## config.mk

```make
export PLATFORM = sky130hd
export DESIGN_NAME = oc8051_rom_fetch_server
export DESIGN_NICKNAME = d
export VERILOG_FILES = /design/src/rtl/oc8051_rom_fetch_server.sv
export SDC_FILE = /design/constraint.sdc
export NUM_CORES = 1
export LEC_CHECK = 0
export CAP_MARGIN = 20
export CORE_AREA = 2 2 178 180
export DETAILED_ROUTE_END_ITERATION = 16
export DIE_AREA = 0 0 180 182
export HOLD_SLACK_MARGIN = 0.15
export PLACE_DENSITY_LB_ADDON = 0.3
export RECOVER_POWER = 25
export REMOVE_ABC_BUFFERS = 1
export SLEW_MARGIN = 20
export SYNTH_ARGS = -nofsm -noshare
export SYNTH_HDL_FRONTEND = slang
export SYNTH_SLANG_ARGS = --single-unit
```

## constraint.sdc

```tcl
create_clock -name clk -period 5.8 [get_ports clk]
set_clock_uncertainty 0.15 [all_clocks]
set_input_delay 1.16 -clock clk [delete_from_list [all_inputs] [get_ports clk]]
set_output_delay 1.16 -clock clk [all_outputs]
set_load 0.02 [all_outputs]
```

## src/rtl/oc8051_rom_fetch_server.sv

```systemverilog
// Three-byte instruction-fetch responder with a one-window reuse buffer; N=0..3 reads, resp at T+N+2 (T+1 on full hit).
// Holds response until resp_ready; no request accepted until the current response is consumed.
module oc8051_rom_fetch_server #(
    parameter int ADDR_W   = 16,
    parameter int REUSE_EN = 1
) (
    input  logic              clk,
    input  logic              rst,
    input  logic              req_valid,
    output logic              req_ready,
    input  logic [ADDR_W-1:0] req_addr,
    input  logic              flush,
    output logic              resp_valid,
    input  logic              resp_ready,
    output logic [7:0]        rom_rdata_0,
    output logic [7:0]        rom_rdata_1,
    output logic [7:0]        rom_rdata_2,
    output logic              mem_en,
    output logic [ADDR_W-1:0] mem_addr,
    input  logic [7:0]        mem_rdata
);

    typedef enum logic [1:0] {
        IDLE  = 2'd0,
        FETCH = 2'd1,
        RESP  = 2'd2
    } state_t;

    state_t            state_q, state_d;
    logic [ADDR_W-1:0] addr_q, addr_d;
    logic [ADDR_W-1:0] rd_addr_q, rd_addr_d;
    logic [1:0]        left_q, left_d;
    logic [1:0]        iss_slot_q, iss_slot_d;
    logic              pend_q, pend_d;
    logic [1:0]        pend_slot_q, pend_slot_d;
    logic [2:0][7:0]   buf_q, buf_d;
    logic [2:0][7:0]   out_q, out_d;
    logic              win_vld_q, win_vld_d;
    logic [ADDR_W-1:0] win_base_q, win_base_d;
    logic [2:0][7:0]   win_q, win_d;
    logic              fl_seen_q, fl_seen_d;

    logic              reuse_ok;
    logic [ADDR_W-1:0] win_off;
    logic [1:0]        n_acc;
    logic [1:0]        first_slot;
    logic [2:0][7:0]   merged;
    logic              last_cap;

    assign req_ready   = (state_q == IDLE);
    assign resp_valid  = (state_q == RESP);
    assign mem_en      = (state_q == FETCH) && (left_q != 2'd0);
    assign mem_addr    = rd_addr_q;
    assign rom_rdata_0 = out_q[0];
    assign rom_rdata_1 = out_q[1];
    assign rom_rdata_2 = out_q[2];

    // A flush in the accept cycle forces a full fetch.
    assign reuse_ok   = (REUSE_EN != 0) && win_vld_q && !flush;
    assign win_off    = req_addr - win_base_q;
    assign first_slot = 2'd3 - n_acc;
    assign last_cap   = pend_q && (pend_slot_q == 2'd2);

    always_comb begin
        n_acc = 2'd3;
        if (reuse_ok) begin
            if (win_off == ADDR_W'(0)) begin
                n_acc = 2'd0;
            end else if (win_off == ADDR_W'(1)) begin
                n_acc = 2'd1;
            end else if (win_off == ADDR_W'(2)) begin
                n_acc = 2'd2;
            end
        end
    end

    always_comb begin
        merged = buf_q;
        if (pend_q) begin
            merged[pend_slot_q] = mem_rdata;
        end
    end

    always_comb begin
        state_d     = state_q;
        addr_d      = addr_q;
        rd_addr_d   = rd_addr_q;
        left_d      = left_q;
        iss_slot_d  = iss_slot_q;
        pend_d      = 1'b0;
        pend_slot_d = pend_slot_q;
        buf_d       = buf_q;
        out_d       = out_q;
        win_vld_d   = win_vld_q;
        win_base_d  = win_base_q;
        win_d       = win_q;
        fl_seen_d   = fl_seen_q;

        case (state_q)
            IDLE: begin
                if (req_valid) begin
                    addr_d     = req_addr;
                    fl_seen_d  = flush;
                    left_d     = n_acc;
                    iss_slot_d = first_slot;
                    rd_addr_d  = req_addr + ADDR_W'(first_slot);
                    // Reused bytes shift down to the slot they occupy relative to the new base.
                    if (n_acc == 2'd1) begin
                        buf_d[0] = win_q[1];
                        buf_d[1] = win_q[2];
                    end else if (n_acc == 2'd2) begin
                        buf_d[0] = win_q[2];
                    end
                    if (n_acc == 2'd0) begin
                        out_d   = win_q;
                        state_d = RESP;
                    end else begin
                        state_d = FETCH;
                    end
                end
            end
            FETCH: begin
                buf_d       = merged;
                pend_d      = mem_en;
                pend_slot_d = iss_slot_q;
                if (mem_en) begin
                    rd_addr_d  = rd_addr_q + ADDR_W'(1);
                    left_d     = left_q - 2'd1;
                    iss_slot_d = iss_slot_q + 2'd1;
                end
                if (flush) begin
                    fl_seen_d = 1'b1;
                end
                // Slot 2 is always the last byte read, whatever N was.
                if (last_cap) begin
                    out_d   = merged;
                    state_d = RESP;
                end
            end
            RESP: begin
                if (flush) begin
                    fl_seen_d = 1'b1;
                end
                if (resp_ready) begin
                    win_base_d = addr_q;
                    win_d      = out_q;
                    win_vld_d  = !fl_seen_q && !flush;
                    state_d    = IDLE;
                end
            end
            default: begin
                state_d = IDLE;
            end
        endcase

        if (flush) begin
            win_vld_d = 1'b0;
        end
    end

    always_ff @(posedge clk) begin
        if (rst) begin
            state_q     <= IDLE;
            addr_q      <= '0;
            rd_addr_q   <= '0;
            left_q      <= 2'd0;
            iss_slot_q  <= 2'd0;
            pend_q      <= 1'b0;
            pend_slot_q <= 2'd0;
            buf_q       <= '0;
            out_q       <= '0;
            win_vld_q   <= 1'b0;
            win_base_q  <= '0;
            win_q       <= '0;
            fl_seen_q   <= 1'b0;
        end else begin
            state_q     <= state_d;
            addr_q      <= addr_d;
            rd_addr_q   <= rd_addr_d;
            left_q      <= left_d;
            iss_slot_q  <= iss_slot_d;
            pend_q      <= pend_d;
            pend_slot_q <= pend_slot_d;
            buf_q       <= buf_d;
            out_q       <= out_d;
            win_vld_q   <= win_vld_d;
            win_base_q  <= win_base_d;
            win_q       <= win_d;
            fl_seen_q   <= fl_seen_d;
        end
    end

endmodule

```

=== Yosys cells after proc, flatten, opt, wreduce, memory -nomap -nowiden ===
Index checks and enable logic that the tools add are counted.

* Add/subtract/negate cells: 6
* Bitwise logic cells: 1
* Reductions and logical operators: 24
* Mux-type cells: 34
* Equal/unequal tests: 15
* Magnitude comparators: 2

{| class="wikitable"
|+ Operators by type and width
! cell !! number
|-
| 24-bit two-way mux || 4
|-
| 16-bit case mux with 2 select lines || 2
|-
| 16-bit two-way mux || 3
|-
| 24-bit case mux with 2 select lines || 1
|-
| 8-bit two-way mux || 4
|-
| 24-bit bitwise mux || 1
|-
| 2-bit two-way mux || 11
|-
| 16-bit by 1-bit adder with 16-bit output (second input constant) || 1
|-
| 16-bit by 2-bit adder with 16-bit output || 1
|-
| 8-bit demux with 2-bit select || 1
|-
| 16-bit by 1-bit == test with 1-bit output (second input constant) || 1
|-
| 16-bit by 2-bit == test with 1-bit output (second input constant) || 1
|-
| 16-bit logical NOT || 1
|-
| 16-bit subtractor || 1
|-
| 3-bit AND reduction || 5
|-
| 2-bit by 1-bit != test with 1-bit output (second input constant) || 4
|-
| 2-bit case mux with 2 select lines || 2
|-
| 2-bit == test (second input constant) || 3
|-
| 2-bit != test (second input constant) || 3
|-
| 2-bit case mux with 3 select lines || 1
|-
| 2-bit nonzero test || 3
|-
| 2-bit OR reduction || 3
|-
| 1-bit logical AND || 5
|-
| 2-bit by 1-bit == test with 1-bit output (second input constant) || 2
|-
| 13 further kinds || 18
|}

* Output and inout bits: 43
* Logic and storage cells: 101
* Register bits: 131
* Input bits: 29

=== Depth between registers and ports, before layout ===
* Depth after elaboration: 11
* Mapped depth: 20
* Mapped depth without buffers: 20

=== Worst setup path before layout ===
OpenSTA, ideal clock, no wires.

* Kind: in2reg
* From: in req_addr[8]
* To: reg rd_addr_q[10], in the netlist mem_addr[10]
* Cell stages on the path: 18
* Data arrival time: 4,688 ps
* Path buffers: 1
* Setup slack: 834 ps
* Required time: 5,522 ps
* Cells stage by stage: ha_1 buf_2 nand2_1 nor3_1 a21oi_1 o31a_1 xnor2_1 or4b_2 nor3_1 and2_1 ha_1 fa_1 nand3_1 nor2_1 nand3_1 xnor2_1 a222oi_1 nor2_1

* Word-level cells in the longest chain between the ends: 10

{| class="wikitable"
|+ RTL lines
! element !! line !! RTL
|-
| from (decl) || 11 || <nowiki>input logic [ADDR_W-1:0] req_addr,</nowiki>
|-
| 16-bit subtractor || 60 || <nowiki>assign win_off = req_addr - win_base_q;</nowiki>
|-
| 16-bit by 2-bit == test with 1-bit output || 71 || <nowiki>end else if (win_off == ADDR_W'(2)) begin</nowiki>
|-
| 1-bit two-way mux || 71 ||
|-
| 2-bit two-way mux || 69 || <nowiki>end else if (win_off == ADDR_W'(1)) begin</nowiki>
|-
| 2-bit two-way mux || 67 || <nowiki>if (win_off == ADDR_W'(0)) begin</nowiki>
|-
| 2-bit two-way mux || 66 || <nowiki>if (reuse_ok) begin</nowiki>
|-
| 2-bit subtractor || 61 || <nowiki>assign first_slot = 2'd3 - n_acc;</nowiki>
|-
| 16-bit by 2-bit adder with 16-bit output (*) || 106 || <nowiki>rd_addr_d = req_addr + ADDR_W'(first_slot);</nowiki>
|-
| 16-bit two-way mux (*) || 101 || <nowiki>if (req_valid) begin</nowiki>
|-
| 16-bit case mux with 2 select lines (*) || 99 || <nowiki>case (state_q)</nowiki>
|-
| to (signal assigned) || 179 || <nowiki>rd_addr_q <= rd_addr_d;</nowiki>
|-
| to (decl) || 31 || <nowiki>logic [ADDR_W-1:0] rd_addr_q, rd_addr_d;</nowiki>
|}

Every way passes the cells marked *; elsewhere a longest branch is shown, timed or not. The select of a mux whose other input is x is not followed.
A chain may end at the register's enable or synchronous reset.

=== Worst setup path in the final report ===
* From: in req_addr[0]
* To: reg rd_addr_q[9], in the netlist mem_addr[9]

The elaborated chain is that of the path after synthesis.

==> impl_metrics.json <==
{
  "end_kind": "flop",
  "gp_congestion": 0.874,
  "synth_xor_area_frac": 0.0196,
  "crit_type": "primary input to flop",
  "drtIter0Drc": 531,
  "setup_violations": 0,
  "num_antenna_cells": 0,
  "violations": "max-capacitance violations, max-slew violations",
  "slew_headroom": -0.765,
  "clk_latency_ps": 430,
  "leakage_uw": 0.00349,
  "regArea_mm2": 0.00262,
  "synth_top_family_by_area": "simple AND/OR/NAND/NOR gates",
  "htree_levels": 4,
  "cts_hold_buffers": 0,
  "stdcell_count": 1463,
  "nets": 1102,
  "syn_area_per_cell_um2": 7.79,
  "synthDistinctLibCells": 75,
  "ant_nets": 0,
  "holdCritStartpoint": "addr_q[13]$_SDFFE_PP0P_",
  "core-area_mm2": 0.0310,
  "hold_violations": 0,
  "drive_gt1_frac": 0.107,
  "start_util": 0.246,
  "crit_buf_inv": 2,
  "drv_cap": 1,
  "grt_max_degree": 65,
  "dp_hpwl_um": 16400,
  "async_reset_ff_frac": 0,
  "drv_slew": 64,
  "synth_top_area_frac": 0.344,
  "area_growth_pct": 24.9,
  "via_per_inst": 4.79,
  "grt_pass1_vias": 6777,
  "cts_resized": 0,
  "stdcell_area_mm2": 0.00951,
  "cts_sinks": 131,
  "multi_input_area_mm2": 0.00464,
  "regToRegEndpoint": "mem_addr[9]$_SDFFE_PP0P_",
  "fin_crit_ps": 5320,
  "p_per_area_mw_per_mm2": 392,
  "postCtsSetupBuffers": 0,
  "fillCellCount": 3265,
  "hold_depth": 2,
  "clockRootBuffer": "clkbuf_16",
  "ir_drop_uv": 190,
  "final.setup.tns_ps": 0,
  "critPathSlowestCell": "or4b_2",
  "synth_most_common_cell": "nand2_1",
  "antenna_found_initial": 0,
  "cp.required_ps": 5940,
  "fp.dieH_um": 182,
  "run_status": "finished with violations",
  "numPortBuffers": 71,
  "slowest_delay_ps": 660,
  "arrival_ps": 5460,
  "firstDrtPassIters": 5,
  "netlist_area_mm2": 0.00761,
  "clk_path_buf_depth": 2,
  "wl_per_cell_um": 15.8,
  "synth-edff-count": 0,
  "synth_warnings": 0,
  "ios": 72,
  "ys_ff_latch": 131,
  "grt_usage": 0.141,
  "rsz0062_at_grt": "false",
  "start_kind": "primary input",
  "ys_seq_area_frac": 0.344,
  "reg2reg_setup_slack_ps": 1360,
  "vias": 7013,
  "worstPathCellList": "clkdlybuf4s50_1 > inv_1 > ha_1 > fa_1 > nor2b_4 > a22oi_1 > a311oi_1 > nand4_2 > or4b_2 > nor3_1 > and2_1 > ha_1 > a21oi_1 > nand2b_1 > nor2_1 > and2_1 > nand2_1 > xnor2_1 > a222oi_1 > nor2_1",
  "crit_path_max_fanout": 3,
  "max_slew.worst_pin.slew_ps": 2650,
  "hp-class": "flop to flop",
  "die_w_um": 180,
  "hold_path_end": "win_base_q[13]$_SDFFE_PP0P_",
  "synth-simple-area-share": 0.279,
  "routed_wirelength_um": 23100,
  "fmaxAchievable_mhz": 188,
  "dp.cells": 1431,
  "syn_inst": 977,
  "synthAdderAreaFrac": 0.0430,
  "synth_compound_area_frac": 0.186,
  "fin_crit_sh": 0.917,
  "critPathTopFamily": "simple AND/OR/NAND/NOR gates",
  "grt-ovfl-total": 0,
  "r2r_start": "win_base_q[6]$_SDFFE_PP0P_",
  "cts_buffers": 17,
  "synthFlopType": "dfxtp_1",
  "dieArea_mm2": 0.0328,
  "clk_pin_slew_ps": 70,
  "grt_pass1_wl_um": 36800,
  "synth_commonest_cells": "nand2_1 (225), dfxtp_1 (131), a21oi_1 (92)",
  "synth_top_cell_by_area": "dfxtp_1",
  "cts_tree": "yes",
  "reg2reg_depth": 19,
  "drc": 0,
  "fp-row-count": 65,
  "placed_cell_area_mm2": 0.00891,
  "synthTopCellsByArea": "dfxtp_1 (34%), nand2_1 (11%), a21oi_1 (6.0%)",
  "synthMuxAreaShare": 0.0800
}
-- worst max-delay path by stage --
stage	start	to	slack [ps]	cells past startpoint
detailed placement	req_addr[0]	mem_addr[9]$_SDFFE_PP0P_	50	20
CTS	req_addr[0]	mem_addr[9]$_SDFFE_PP0P_	510	20
global placement	req_addr[0]	mem_addr[9]$_SDFFE_PP0P_	160	20
floorplan	req_addr[0]	buf_q[10]$_SDFFE_PP0P_	450	11
global route	req_addr[0]	mem_addr[9]$_SDFFE_PP0P_	170	20
finish	req_addr[0]	mem_addr[9]$_SDFFE_PP0P_	480	20
-- flip-flops by register name (all words and copies together) (netlist names) --
signal       count
addr_q          16
buf_q           24
fl_seen_q        1
iss_slot_q       2
left_q           2
mem_addr        16
pend_q           1
pend_slot_q      2
rom_rdata_0      8
rom_rdata_1      8
rom_rdata_2      8
state_q          2
win_base_q      16
win_q           24
win_vld_q        1
-- per-layer routing --
metal / wire, um / global-route usage / vias to the layer above
met1: 11000 / 0.184 / 3307
met5: 0 / 0 / -
met3: 1030 / 0.0279 / 14
met4: 208 / 0.0364 / 0
li1: - / - / 3553
met2: 10900 / 0.237 / 139
-- through the flow --
step                      power, uW  utilization  setup WS, ps  hold slack (ps)
final                          3730        0.307           479              294
after global routing           3970        0.307           167              306
after CTS                      3760        0.307           507              299
after detailed placement       2650        0.288          50.7              291
after global placement         2610        0.287           164              287
after floorplan                2070            -           447              276
-- cell usage in the layout, fill, tap and decap left out, types with 26 or more instances in the layout --
master           Yosys  final
nor2_1              66     66
buf_4                1     38
nand2_1            225    225
mux2i_1             26     26
dfxtp_1            131    131
clkdlybuf4s50_1      0     70
nor3_1              39     39
nor2b_1             30     30
inv_1               31     31
a21oi_1             92     92
-- tightest hold or removal path, delay by kind of cell (launching register included) --
family             cells  cell delay (ps)
DFF                    1              310
and+or+nand+nor        1               50
AOI/OAI and AO/OA      1               50
-- cells by family after synthesis --
kind of cell	Yosys count
xor gates and xnor gates	17
and+or+nand+nor	455
muxes	53
adders and majority gates	25
DFF	131
buffers and inverters	90
AOI/OAI and AO/OA	206
-- power by group --
group	internal (uW)	switching, uW	total, uW	leakage (uW)
logic	588	893	1480	0.00214
registers	1020	114	1140	0.00106
clock network	585	523	1110	0.000296
-- area by class of cell --
class	count	share of cell area
Multi-Input combinational cell	756	0.488
Timing Repair Buffer	111	0.107
Inverter	31	0.0122
Sequential cell	131	0.276
Tap cell	402	0.0529
Clock buffer	17	0.0447
Clock inverter	15	0.0191
(Power assumes the default switching activity.)
